--- config.mk ---
export PLATFORM = sky130hd
export DESIGN_NAME = uart_tx_frame_ctrl
export DESIGN_NICKNAME = d
export VERILOG_FILES = /design/src/rtl/uart_tx_frame_ctrl.sv
export SDC_FILE = /design/constraint.sdc
export NUM_CORES = 1
export LEC_CHECK = 0
export CORE_MARGIN = 8
export CORE_UTILIZATION = 63
export DETAILED_ROUTE_END_ITERATION = 8
export HOLD_SLACK_MARGIN = 0.03
export PLACE_DENSITY = 0.83
export SLEW_MARGIN = 20
export SYNTH_ARGS = -nofsm -noshare
export SYNTH_HDL_FRONTEND = slang
export SYNTH_SLANG_ARGS = --single-unit
--- constraint.sdc ---
create_clock -name clk -period 2.8 [get_ports clk]
set_input_delay 0.28 -clock clk [delete_from_list [all_inputs] [get_ports clk]]
set_output_delay 0.28 -clock clk [all_outputs]
set_load 0.05 [all_outputs]
--- src/rtl/uart_tx_frame_ctrl.sv ---
// UART transmit controller: fetches bytes from upstream character memory and serialises them as 8N1.
// Optional macro PARITY_EN inserts an even-parity bit after the data bits (8E1).
module uart_tx_frame_ctrl #(
  parameter int unsigned CLKS_PER_BIT = 434,
  parameter int unsigned FETCH_LAT    = 1,
  parameter int unsigned MAX_BYTES    = 40
) (
  input  logic       clk,
  input  logic       reset,
  input  logic       start,
  input  logic [7:0] data_in,
  output logic       byte_req,
  output logic       msg_done,
  output logic       txd,
  output logic       busy,
  output logic       overrun
);

  localparam int unsigned BAUD_W = 16;
  localparam int unsigned WAIT_W = 3;
  localparam int unsigned BYTE_W = 6;

  localparam logic [BAUD_W-1:0] BAUD_LAST = BAUD_W'(CLKS_PER_BIT - 1);
  localparam logic [WAIT_W-1:0] WAIT_LAST = WAIT_W'(FETCH_LAT);
  localparam logic [BYTE_W-1:0] BYTE_MAX  = BYTE_W'(MAX_BYTES);

  localparam logic [7:0] BYTE_NEWLINE = 8'h0A;
  localparam logic [7:0] BYTE_IDLE    = 8'hFF;

  typedef enum logic [2:0] {
    IDLE, REQ, WAIT, START, DATA, PARITY, STOP, DONE
  } state_t;

  state_t            state;
  logic [BAUD_W-1:0] baudCnt;
  logic [WAIT_W-1:0] waitCnt;
  logic [2:0]        bitIdx;
  logic [BYTE_W-1:0] byteCnt;
  logic [7:0]        dataReg;
  logic              bitEnd;

  assign bitEnd = (baudCnt == BAUD_LAST);

  always_ff @(posedge clk or negedge reset) begin
    if (!reset) begin
      state    <= IDLE;
      txd      <= 1'b1;
      byte_req <= 1'b0;
      msg_done <= 1'b0;
      busy     <= 1'b0;
      overrun  <= 1'b0;
      baudCnt  <= '0;
      waitCnt  <= '0;
      bitIdx   <= '0;
      byteCnt  <= '0;
      dataReg  <= '0;
    end else begin
      byte_req <= 1'b0;
      msg_done <= 1'b0;

      // Baud counter runs only while a frame bit is on the line and reloads at each bit boundary.
      if (state inside {START, DATA, PARITY, STOP}) begin
        baudCnt <= bitEnd ? '0 : baudCnt + BAUD_W'(1);
      end else begin
        baudCnt <= '0;
      end

      case (state)
        IDLE: begin
          txd <= 1'b1;
          if (start) begin
            state    <= REQ;
            byte_req <= 1'b1;
            busy     <= 1'b1;
            byteCnt  <= '0;
            overrun  <= 1'b0;
          end
        end
        REQ: begin
          state   <= WAIT;
          waitCnt <= '0;
        end
        WAIT: begin
          if (waitCnt == WAIT_LAST) begin
            dataReg <= data_in;
            if (data_in == BYTE_IDLE) begin
              state    <= DONE;
              msg_done <= 1'b1;
            end else begin
              state   <= START;
              txd     <= 1'b0;
              byteCnt <= byteCnt + BYTE_W'(1);
            end
          end else begin
            waitCnt <= waitCnt + WAIT_W'(1);
          end
        end
        START: begin
          if (bitEnd) begin
            state  <= DATA;
            bitIdx <= '0;
            txd    <= dataReg[0];
          end
        end
        DATA: begin
          if (bitEnd) begin
            if (bitIdx == 3'd7) begin
`ifdef PARITY_EN
              state <= PARITY;
              txd   <= ^dataReg;
`else
              state <= STOP;
              txd   <= 1'b1;
`endif
            end else begin
              bitIdx <= bitIdx + 3'd1;
              txd    <= dataReg[bitIdx + 3'd1];
            end
          end
        end
`ifdef PARITY_EN
        PARITY: begin
          if (bitEnd) begin
            state <= STOP;
            txd   <= 1'b1;
          end
        end
`endif
        STOP: begin
          if (bitEnd) begin
            if (dataReg == BYTE_NEWLINE) begin
              state    <= DONE;
              msg_done <= 1'b1;
            end else if (byteCnt == BYTE_MAX) begin
              state    <= DONE;
              msg_done <= 1'b1;
              overrun  <= 1'b1;
            end else begin
              state    <= REQ;
              byte_req <= 1'b1;
            end
          end
        end
        DONE: begin
          state <= IDLE;
          busy  <= 1'b0;
          txd   <= 1'b1;
        end
        default: begin
          state <= IDLE;
          busy  <= 1'b0;
          txd   <= 1'b1;
        end
      endcase
    end
  end

endmodule

### Word level (Yosys, flattened, before mapping)

Cells that the tools add are included.
W data, S select, Z words.

| word-level totals | value |
|---|---|
| output and inout bits | 5 |
| register bits after elaboration | 44 |
| input bits | 11 |
| logic and storage cells | 105 |

| cells by class | value |
|---|---|
| order comparisons | 1 |
| eq/ne operators | 23 |
| bitwise logic cells | 2 |
| muxes and demuxes | 48 |
| add/sub/neg operators | 4 |
| reductions and logical operators | 16 |

Operator list:

| operator | count |
|---|---|
| $mux W3 | 13 |
| $mux W16 | 2 |
| $mux W1 | 20 |
| $mux W6 | 3 |
| $ne A2 B2 Y1 const B | 9 |
| $pmux W3 S6 | 1 |
| $add A16 B1 Y16 const B | 1 |
| $eq A16 B9 Y1 const B | 1 |
| $eq A3 B3 Y1 const B | 4 |
| $pmux W3 S2 | 2 |
| $pmux W6 S2 | 1 |
| $reduce_and A5 Y1 | 2 |
| $eq A8 B4 Y1 const B | 1 |
| $eq A8 B8 Y1 const B | 1 |
| $pmux W1 S2 | 4 |
| $reduce_and A4 Y1 | 2 |
| $reduce_bool A2 Y1 | 4 |
| $add A3 B1 Y3 const B | 2 |
| $add A6 B1 Y6 const B | 1 |
| $eq A3 B1 Y1 const B | 2 |
| $eq A3 B2 Y1 const B | 2 |
| $eq A6 B6 Y1 const B | 1 |
| $reduce_and A2 Y1 | 3 |
| $reduce_and A6 Y1 | 1 |
| other kinds (9) | 11 |

### Longest topological paths before layout

Gate-level depths: netlist (run 1).

| depth | value |
|---|---|
| depth after elaboration | 6 |
| mapped depth | 7 |
| depth with buffers taken out | 7 |

### Worst setup path after synthesis (run 1)

OpenSTA, ideal clock, no wires.

| timing path | value |
|---|---|
| kind | register -> register |
| from | reg baudCnt[1] |
| to | reg overrun |
| path buffers | 0 |
| data required time | 2.725 ns |
| arrival | 1.562 ns |
| stages on the path, launching flop included | 8 |
| clock period less this slack | 1.637 ns |
| setup time | 0.075 ns |
| path slack | 1.163 ns |
| cells stage by stage | dfrtp_1 > inv_1 > ha_1 > nor4b_4 > nand4_2 > or3b_4 > nor3b_2 > o21bai_2 |

| on the way | value |
|---|---|
| cells in the longest elaborated chain, start to end | 3 |

Ends and longest elaborated chain:

| what | RTL line | source |
|---|---|---|
| from (decl) | 35 | `logic [BAUD_W-1:0] baudCnt;` |
| from (signal assigned) | 63 | `baudCnt <= bitEnd ? '0 : baudCnt + BAUD_W'(1);` |
| $eq A16 B9 Y1 | 42 | `assign bitEnd = (baudCnt == BAUD_LAST);` |
| $ne A2 B2 Y1 (no source line) | n/a |  |
| $reduce_and A5 Y1 (no source line) | n/a |  |
| to (signal assigned) | 51 | `overrun <= 1'b0;` |
| to (signal assigned) | 76 | `overrun <= 1'b0;` |
| to (signal assigned) | 137 | `overrun <= 1'b1;` |
| to (decl) | 16 | `output logic overrun` |

Every way passes these cells.
A chain may end at the register's enable or synchronous reset.

### Worst setup path in the final report (run 1)

| timing path | value |
|---|---|
| from | reg txd |
| to | out txd |

RTL lines:

| what | RTL line | source |
|---|---|---|
| from (decl) | 14 | `output logic txd,` |
| from (signal assigned) | 102 | `txd <= dataReg[0];` |
| from (signal assigned) | 117 | `txd <= dataReg[bitIdx + 3'd1];` |

No word-level cell between the ends.

==> impl_metrics.toml, run 1 <==
[worst_setup_path]
crit_family = "buffers and inverters"
path_cells = "clkdlybuf4s50_1"
worstSetupStartpoint = "txd$_DFFE_PN1P_"
startpoint_type = "flop"
cpPeakStageDelay_ps = 800
end_kind = "output pin"
crit_arrival_ps = 1630
crit_buf_inv = 1
crit_type = "flop to output pin"
worstPathMaxFanout = 2
crit_required_ps = 2520
r2r-start = "state[0]$_DFFE_PN0P_"
cpMaxStageDelayCell = "clkdlybuf4s50_1"

[timing]
tightest_slew_ps = 957
setup_violations = 0
fmax_ghz = 0.523
drv_slew = 0
fin_hold_ws_ps = 129
hold_viol = 0
timing.final.ws_setup_ps = 889
tns_ps = 0
skew_ps = 4.90
final.min_clock_period_ps = 1910
rsz0062_at_grt = "false"
fin_crit_sh_pct = 68.2
slew_headroom_pct = 36.2

[cells_and_area]
final_cell_mix = "43 x dfrtp_1, 28 x nor2_1, 14 x clkdlybuf4s50_1"
n_antenna_cell = 0
final_common_cell = "dfrtp_1"
design_area_um2 = 2680
drive_gt1_share_pct = 16.0
syn_to_final_growth_pct = 11.0
fin_nets = 262

[drt]
via_per_inst = 5.86
via_count = 1711
first_iter_violations = 71
postRouteAntennaNets = 0
wire_per_inst_um = 14.7
drt_first_pass_iters = 5
routed_wirelength_um = 4300
route.detailed.drc = 0

[power_and_ir_drop]
p_sw_share_pct = 36.5
netSwitchingPower_uw = 774
comb_power_share_pct = 33.1
p_leak_nw = 1.11
clockPowerShare_pct = 22.4
ir_drop_mv = 0.754
pwr-share-seq_pct = 44.5
p_per_area_nw_per_um2 = 792
internal-power_mw = 1.35

[clocking]
numCtsBuffers = 5
clkSinkCount = 44
cts_hold_buffers = 0
insertion_delay_ps = 300
cts_setup_buffers = 0
htreeDepth = 2
clockBufferDepth = 2
cts_tree = "yes"
clkTransAtPathRegs_ps = 70
cts_resized = 0
cts-root-buf = "clkbuf_8"

[floorplanning]
fp.dieW_um = 77.9
die-area_um2 = 6070
initial_utilization_pct = 65.9
ios = 16
rows = 22
coreArea_um2 = 3660
die_h_um = 77.9

[synthesis]
syn_area_um2 = 2410
yosys_warnings = 0
synth_edf_count = 0
synthAdderAreaFrac_pct = 4.15
ys_seq_area_share_pct = 45.7
synthXorXnorAreaFrac_pct = 6.17
syn_inst = 228
synthFlopType = "dfrtp_1"
synthSimpleGateAreaFrac_pct = 20.6
async_flop_share_pct = 100
ys_ff_latch = 44
syn_nets = 247
syn_avg_cell_area_um2 = 10.6
synthMuxAreaShare_pct = 7.72
synth_compound_area_share_pct = 12.2
yosysUniqueCellTypes = 63
synth_top_family_by_area = "simple AND/OR/NAND/NOR gates"

[placed_design]
place_congestion = 0.856
place_ws_ps = 872
place_hpwl_um = 3030
port_buffers = 15
place_area_um2 = 2570

[global_route]
grt_antenna_before_repair = 0
grt_max_degree = 45
grt_overflow = 0
grt_pass1_vias = 1747
grt_pass1_wl_um = 7710
grt.total_usage_pct = 15.4

[status]
status = "completed"

[hold_path]
hold_class = "primary input to asynchronous set/reset pin"

[flow_run]
cap_violations = 0
## cells in the mapped netlist (2+ instances only)
cell type	instances	area share, %
a211oi_1	4	1.2
a21oi_1	7	1.5
a22o_1	3	1.1
a31oi_1	2	0.52
and2b_2	2	0.73
buf_2	2	0.41
clkbuf_1	3	0.47
dfrtp_1	43	45
ha_1	8	4.1
inv_1	8	1.2
mux2_2	10	4.7
mux2i_1	4	1.7
nand2_1	12	1.9
nand3_1	9	1.9
nand4_1	9	2.3
nor2_1	28	4.4
nor3_1	3	0.62
o21ai_0	10	2.1
o31ai_1	2	0.62
xnor2_1	9	3.3
xor2_1	8	2.9
## cell type report
cell class / instances / area [µm²]
clock buffers: 6 / 72.6
inverters: 8 / 30.0
well taps: 48 / 60.1
flip-flops and latches: 44 / 1100
multi-input cells: 168 / 1230
clock inverters: 2 / 35.0
repair buffers: 16 / 153
fillers: 257 / 981
## per-stage QoR
stage / std cells / power (mW) / utilization, %
floorplan: 228 / 1.51 / -
global placement: 284 / 1.64 / 70.3
detailed placement: 284 / 1.66 / 70.3
CTS: 292 / 2.14 / 73.2
global route: 292 / 2.26 / 73.2
finish: 292 / 2.12 / 73.2
## per-layer routing
layer | share of wire [%] | GRT usage [%] | vias up
li1 | - | - | 848
met4 | 2.3 | 8.52 | 0
met3 | 3.0 | 3.80 | 10
met2 | 47 | 23.6 | 21
met1 | 48 | 19.7 | 832
met5 | 0 | 0 | -
## worst register-to-register path: stages (launching register included)
cell	delay, ps
dfrtp_1	590
nor2_1	420
nand3_1	390
mux2_2	400
## state kept, by name, summed over array words and instances, names as in the netlist, 3 cells and up
name     count
state        3
byteCnt      6
dataReg      8
baudCnt     16
waitCnt      3
bitIdx       3
## power by group through the flow
stage / Sequential, mW / Clock [mW] / Combinational, mW
after detailed placement: 0.954 / 0 / 0.704
after CTS: 0.942 / 0.490 / 0.707
after global placement: 0.944 / 0 / 0.695
after global routing: 0.972 / 0.505 / 0.784
final: 0.945 / 0.475 / 0.702
after floorplan: 0.911 / 0 / 0.596
## logic make-up (layout without fill, tap and decap cells)
| family | count (synthesis) | in the layout |
|---|---|---|
| AOI/OAI and AO/OA | 42 | 42 |
| xor gates and xnor gates | 17 | 17 |
| adders and majority gates | 8 | 8 |
| buffers and inverters | 16 | 32 |
| DFF | 44 | 44 |
| muxes | 16 | 16 |
| and+or+nand+nor | 85 | 85 |
## final timing paths
check | endpoint | slack, ps | cells after the start
max | txd | 890 | 1
min | dataReg[7]$_DFFE_PN0P_ | 130 | 1
max reg2reg | dataReg[1]$_DFFE_PN0P_ | 900 | 3
min reg2reg | busy$_DFFE_PN0P_ | 490 | 1
max in group asynchronous | state[0]$_DFFE_PN0P_ | 2080 | 1
min in group clk | busy$_DFFE_PN0P_ | 490 | 1
No activity file was read; power rests on OpenSTA's default activity.
==> run 2, diff against run 1 <==
--- a/config.mk
+++ b/config.mk
@@ -6,10 +6,10 @@
 export NUM_CORES = 1
 export LEC_CHECK = 0
 export CORE_MARGIN = 8
-export CORE_UTILIZATION = 63
+export CORE_UTILIZATION = 58
 export DETAILED_ROUTE_END_ITERATION = 8
 export HOLD_SLACK_MARGIN = 0.03
-export PLACE_DENSITY = 0.83
+export PLACE_DENSITY = 0.77
 export SLEW_MARGIN = 20
 export SYNTH_ARGS = -nofsm -noshare
 export SYNTH_HDL_FRONTEND = slang
==> constraint.sdc (replaced) <==
create_clock -name clk -period 1.8 [get_ports clk]
set_input_delay 0.18 -clock clk [delete_from_list [all_inputs] [get_ports clk]]
set_output_delay 0.18 -clock clk [all_outputs]
set_load 0.05 [all_outputs]
==> run 2 against run 1 <==
Via count is 4.0% higher. Cell area grew 7.0%. Combinational power up 100%. Sequential share of layout area is 2.7 points lower. Wire length is 12% higher. Critical path type is now flop to flop.
==> impl_metrics.toml, run 2 (same netlist as run 1, synthesis figures left out) <==
[status]
status = "completed"

[cells_and_area]
fin_nets = 280
drive_gt1_share_pct = 23.3
largest_register_ffs = 16
n_antenna_cell = 0
final_cell_mix = "43 x dfrtp_1, 28 x nor2_1, 17 x buf_4"
reg.largest.list = "baudCnt (16), dataReg (8), byteCnt (6)"
largest_register = "baudCnt"
nFillCells = 289
syn_to_final_growth_pct = 18.9
final_common_cell = "dfrtp_1"
fin_cells = 312

[global_route]
grt_antenna_before_repair = 0
grt_max_degree = 25
grt_overflow = 0
grt_pass1_wl_um = 8200
grt_pass1_vias = 1861
grt.total_usage_pct = 16.0

[worst_setup_path]
cpMaxStageDelayCell = "or3b_4"
worstPathMaxFanout = 4
crit_buf_inv = 1
crit_type = "flop to flop"
crit_arrival_ps = 1990
startpoint_type = "flop"
crit_family = "simple AND/OR/NAND/NOR gates"
path_cells = "inv_1 > ha_1 > nor4b_4 > nand4_2 > or3b_4 > nor3b_2 > o21bai_2"
crit_required_ps = 2030
end_kind = "flop"
cpPeakStageDelay_ps = 440

[timing]
setup_violations = 0
fin_crit_sh_pct = 97.7
skew_ps = 3.87
slew_headroom_pct = 60.4
final.min_clock_period_ps = 1760
timing.final.ws_setup_ps = 41.4
rsz0062_at_grt = "true"
hold_viol = 0
tightest_slew_ps = 595
fin_hold_ws_ps = 424
fmax_ghz = 0.569
drv_slew = 0

[floorplanning]
coreArea_um2 = 4000
fp.dieW_um = 80.5
initial_utilization_pct = 60.3
die_h_um = 80.5
ios = 16
die-area_um2 = 6480
rows = 23

[drt]
route.detailed.drc = 0
first_iter_violations = 57
via_per_inst = 5.71
wire_per_inst_um = 15.4
postRouteAntennaNets = 0
drt_first_pass_iters = 5
routed_wirelength_um = 4800
via_count = 1780

[flow_run]
cap_violations = 0

[power_and_ir_drop]
ir_drop_mv = 0.878
p_leak_nw = 1.22
p_per_area_nw_per_um2 = 1260

[clocking]
htreeDepth = 2
clockBufferDepth = 2
cts_tree = "yes"
cts_setup_buffers = 0
cts-root-buf = "clkbuf_8"
numCtsBuffers = 5
clkSinkCount = 44
clkTransAtPathRegs_ps = 80
insertion_delay_ps = 300

[placed_design]
place_congestion = 0.834
place_hpwl_um = 3430
port_buffers = 15
place_ws_ps = -32.1
dp_cells = 303

[hold_path]
hold_class = "primary input to asynchronous set/reset pin"
[run 2: cell count changes in the layout (fill, tap and decap cells not counted)]
| cell | delta |
|---|---|
| buf_4 | +16 |
| buf_12 | +2 |
| clkbuf_8 | +2 |
| a211oi_1 | -1 |
| a211oi_2 | +1 |
| a32o_1 | -1 |
| a32o_2 | +1 |
| and2b_1 | -1 |
| and2b_2 | +1 |
| clkbuf_1 | -1 |
| clkdlybuf4s50_1 | -1 |
| clkinv_2 | -1 |
| dlygate4sd3_1 | +1 |
[run 2: worst paths after layout]
kind | end | slack [ps] | cells past startpoint | startpoint
worst min-delay path | dataReg[6]$_DFFE_PN0P_ | 420 | 2 | reset
max in group asynchronous | txd$_DFFE_PN1P_ | 800 | 3 | reset
worst min register to register | busy$_DFFE_PN0P_ | 490 | 1 | busy$_DFFE_PN0P_
worst max-delay path | overrun$_DFFE_PN0P_ | 40 | 7 | baudCnt[1]$_DFF_PN0_
worst max register to register | overrun$_DFFE_PN0P_ | 40 | 7 | baudCnt[1]$_DFF_PN0_
min in group clk | busy$_DFFE_PN0P_ | 490 | 1 | busy$_DFFE_PN0P_
[run 2: final cells by class]
class                      count  area, µm²  area share (%)
tap                           50       62.6            2.18
inverter                       8       30.0            1.05
multi-input combinational    168       1230            43.0
sequential                    44       1100            38.4
clock buffer                   7       96.3            3.36
timing repair buffer          34        313            10.9
clock inverter                 1       30.0            1.05
[run 2: stage by stage]
stage               area [µm²]  setup TNS, ps  utilization (%)  total power, mW
floorplan                 2410              0                -             2.34
global placement          2730              0             68.1             2.75
detailed placement        2730          -32.1             68.1             2.78
CTS                       2860              0             71.5             3.63
global route              2870           -136             71.7             3.84
finish                    2870              0             71.7             3.63
[run 2: where the power goes]
| part | leakage (nW) | internal, mW | total, mW | switching, mW |
|---|---|---|---|---|
| sequential | 0.582 | 1.19 | 1.38 | 0.187 |
| clock | 0.0645 | 0.490 | 0.836 | 0.346 |
| combinational | 0.578 | 0.659 | 1.41 | 0.752 |
[run 2: what timing repair did]
action                     CTS  global route
resized for setup            0             3
pin swaps                    1             2
hold buffers                 1             0
hold endpoints to repair    20             0
setup endpoints to repair    1             8
[run 2: per-layer routing]
layer  wire length (µm)  vias up  global-route usage (%)
li1                   -      882                       -
met3                165        5                    4.24
met4                 65        0                    5.45
met5                  0        -                       0
met2               2380       20                    27.6
met1               2190      873                    18.6
[run 2: worst reg2reg max path: stages (launching register included)]
cell and delay (ps):
dfrtp_1 380, inv_1 60, ha_1 150, nor4b_4 200
nand4_2 170, or3b_4 440, nor3b_2 160, o21bai_2 130
==> run 3, diff against run 2 <==
--- a/config.mk
+++ b/config.mk
@@ -5,6 +5,7 @@
 export SDC_FILE = /design/constraint.sdc
 export NUM_CORES = 1
 export LEC_CHECK = 0
+export CORE_ASPECT_RATIO = 0.7
 export CORE_MARGIN = 8
 export CORE_UTILIZATION = 58
 export DETAILED_ROUTE_END_ITERATION = 8
==> run 3 against run 2 <==
Sequential share of layout area increased by 0.20 points. Clock power is 24% lower. Total power decreased by 5.6%. Die area grew 0.50%. Critical path type unchanged. Largest power group unchanged.
==> impl_metrics.toml, run 3 (same netlist as run 1, synthesis figures left out) <==
[status]
status = "completed"

[placed_design]
place_hpwl_um = 3540
port_buffers = 15
place_ws_ps = -27.8
place_congestion = 0.839

[worst_setup_path]
cpMaxStageDelayCell = "dfrtp_1"
ff2ff_path_depth = 4
timing.reg2reg.setup_slack_ps = 70
crit_required_ps = 1970
end_kind = "flop"
crit_arrival_ps = 1900
worstPathMaxFanout = 10
startpoint_type = "flop"
path_cells = "and3b_1 > or2_1 > a32o_1 > mux2_1"
crit_type = "flop to flop"
r2r-start = "state[0]$_DFFE_PN0P_"
r2r-end = "state[0]$_DFFE_PN0P_"
cpPeakStageDelay_ps = 510

[timing]
fmax_ghz = 0.579
skew_ps = 10.1
tns_ps = 0
rsz0062_at_grt = "true"
drv_slew = 0
slew_headroom_pct = 65.9
setup_violations = 0
final.min_clock_period_ps = 1730
tightest_slew_ps = 509
fin_crit_sh_pct = 95.9
hold_viol = 0
timing.final.ws_setup_ps = 74.0

[clocking]
clockBufferDepth = 2
clkSinkCount = 44
clkTransAtPathRegs_ps = 90
numCtsBuffers = 5
insertion_delay_ps = 290
cts_tree = "yes"
htreeDepth = 2
cts-root-buf = "clkbuf_8"

[global_route]
met2_usage_pct = 22.5
grt_most_used_layer = "met1"
grt_overflow = 0
grt_antenna_before_repair = 0
met3_usage_pct = 4.38
grt_max_degree = 45
grt.total_usage_pct = 15.9
grt_pass1_vias = 1840
use_met1_pct = 22.7
grt_pass1_wl_um = 8510

[drt]
routed_wirelength_um = 4870
drt_first_pass_iters = 4
route.detailed.drc = 0
first_iter_violations = 129
postRouteAntennaNets = 0
via_count = 1780
wire_per_inst_um = 15.5
via_per_inst = 5.69

[floorplanning]
rows = 19
die-area_um2 = 6510
fp.dieW_um = 93.1
coreArea_um2 = 3970
initial_utilization_pct = 60.8
die_h_um = 70.0
ios = 16

[cells_and_area]
n_antenna_cell = 0
final_common_cell = "dfrtp_1"
regArea_um2 = 1100
fin_nets = 279
drive_gt1_share_pct = 22.2
largest_register = "baudCnt"
nFillCells = 283
utilization_pct = 71.9
final_cell_mix = "43 x dfrtp_1, 28 x nor2_1, 17 x buf_4"
reg.largest.list = "baudCnt (16), dataReg (8), byteCnt (6)"
syn_to_final_growth_pct = 18.2
multi_input_area_um2 = 1270
largest_register_ffs = 16

[power_and_ir_drop]
p_leak_nw = 1.20
p_per_area_nw_per_um2 = 1200
ir_drop_mv = 0.798

[flow_run]
cap_violations = 0

[hold_path]
hold_class = "primary input to asynchronous set/reset pin"
[run 3: metrics by stage]
step | hold WS, ps | total power, mW | instance area [µm²] | cells
after floorplan | -116 | 2.34 | 2410 | 228
after global placement | 172 | 2.72 | 2710 | 304
after detailed placement | 176 | 2.75 | 2710 | 304
after CTS | 398 | 3.41 | 2810 | 313
after global routing | 430 | 3.66 | 2850 | 313
final | 406 | 3.42 | 2850 | 313
[run 3: power by group]
group          switching [mW]  internal (mW)  total, mW  leakage (nW)
Clock                   0.322          0.313      0.635        0.0455
Combinational           0.774          0.629       1.40         0.575
Sequential              0.192           1.19       1.38         0.582
[run 3: routing by layer]
metal  routed length (µm)  vias to the layer above  share of wire (%)
met5                    0                        -                  0
met1                 2550                      863                 52
met2                 2070                       34                 42
met3                  226                        2                4.6
li1                     -                      881                  -
met4                   23                        0               0.47
[run 3: worst max-delay path, delay by kind of cell, from the launching register on]
kind               cells  cell delay, ps
and+or+nand+nor        2             500
muxes                  1             320
DFF                    1             510
AOI/OAI and AO/OA      1             280
[run 3: area by class of cell]
cell class              instances  area share (%)
repair buffers                 33            10.3
flip-flops and latches         44            38.6
well taps                      52            2.28
inverters                       8            1.05
clock buffers                   8            3.16
multi-input cells             168            44.6
[run 3: worst max-delay path by stage]
stage | startpoint | endpoint | slack, ps
3_3_place_gp | waitCnt[1]$_DFFE_PN0P_ | byteCnt[5]$_DFFE_PN0P_ | 20
5_1_grt | baudCnt[1]$_DFF_PN0_ | overrun$_DFFE_PN0P_ | -4
3_5_place_dp | data_in[6] | byteCnt[2]$_DFFE_PN0P_ | -30
4_1_cts | waitCnt[1]$_DFFE_PN0P_ | byteCnt[5]$_DFFE_PN0P_ | 30
6_report | state[0]$_DFFE_PN0P_ | state[0]$_DFFE_PN0P_ | 70
2_1_floorplan | baudCnt[1]$_DFF_PN0_ | overrun$_DFFE_PN0P_ | 160
[run 3: what timing repair did]
item,CTS,global route
hold buffers,1,0
endpoints found under the hold margin,43,0
pin swaps,0,2
resized for setup,1,7
cloned,0,0
setup buffers,0,0
endpoints found under the setup margin,1,6
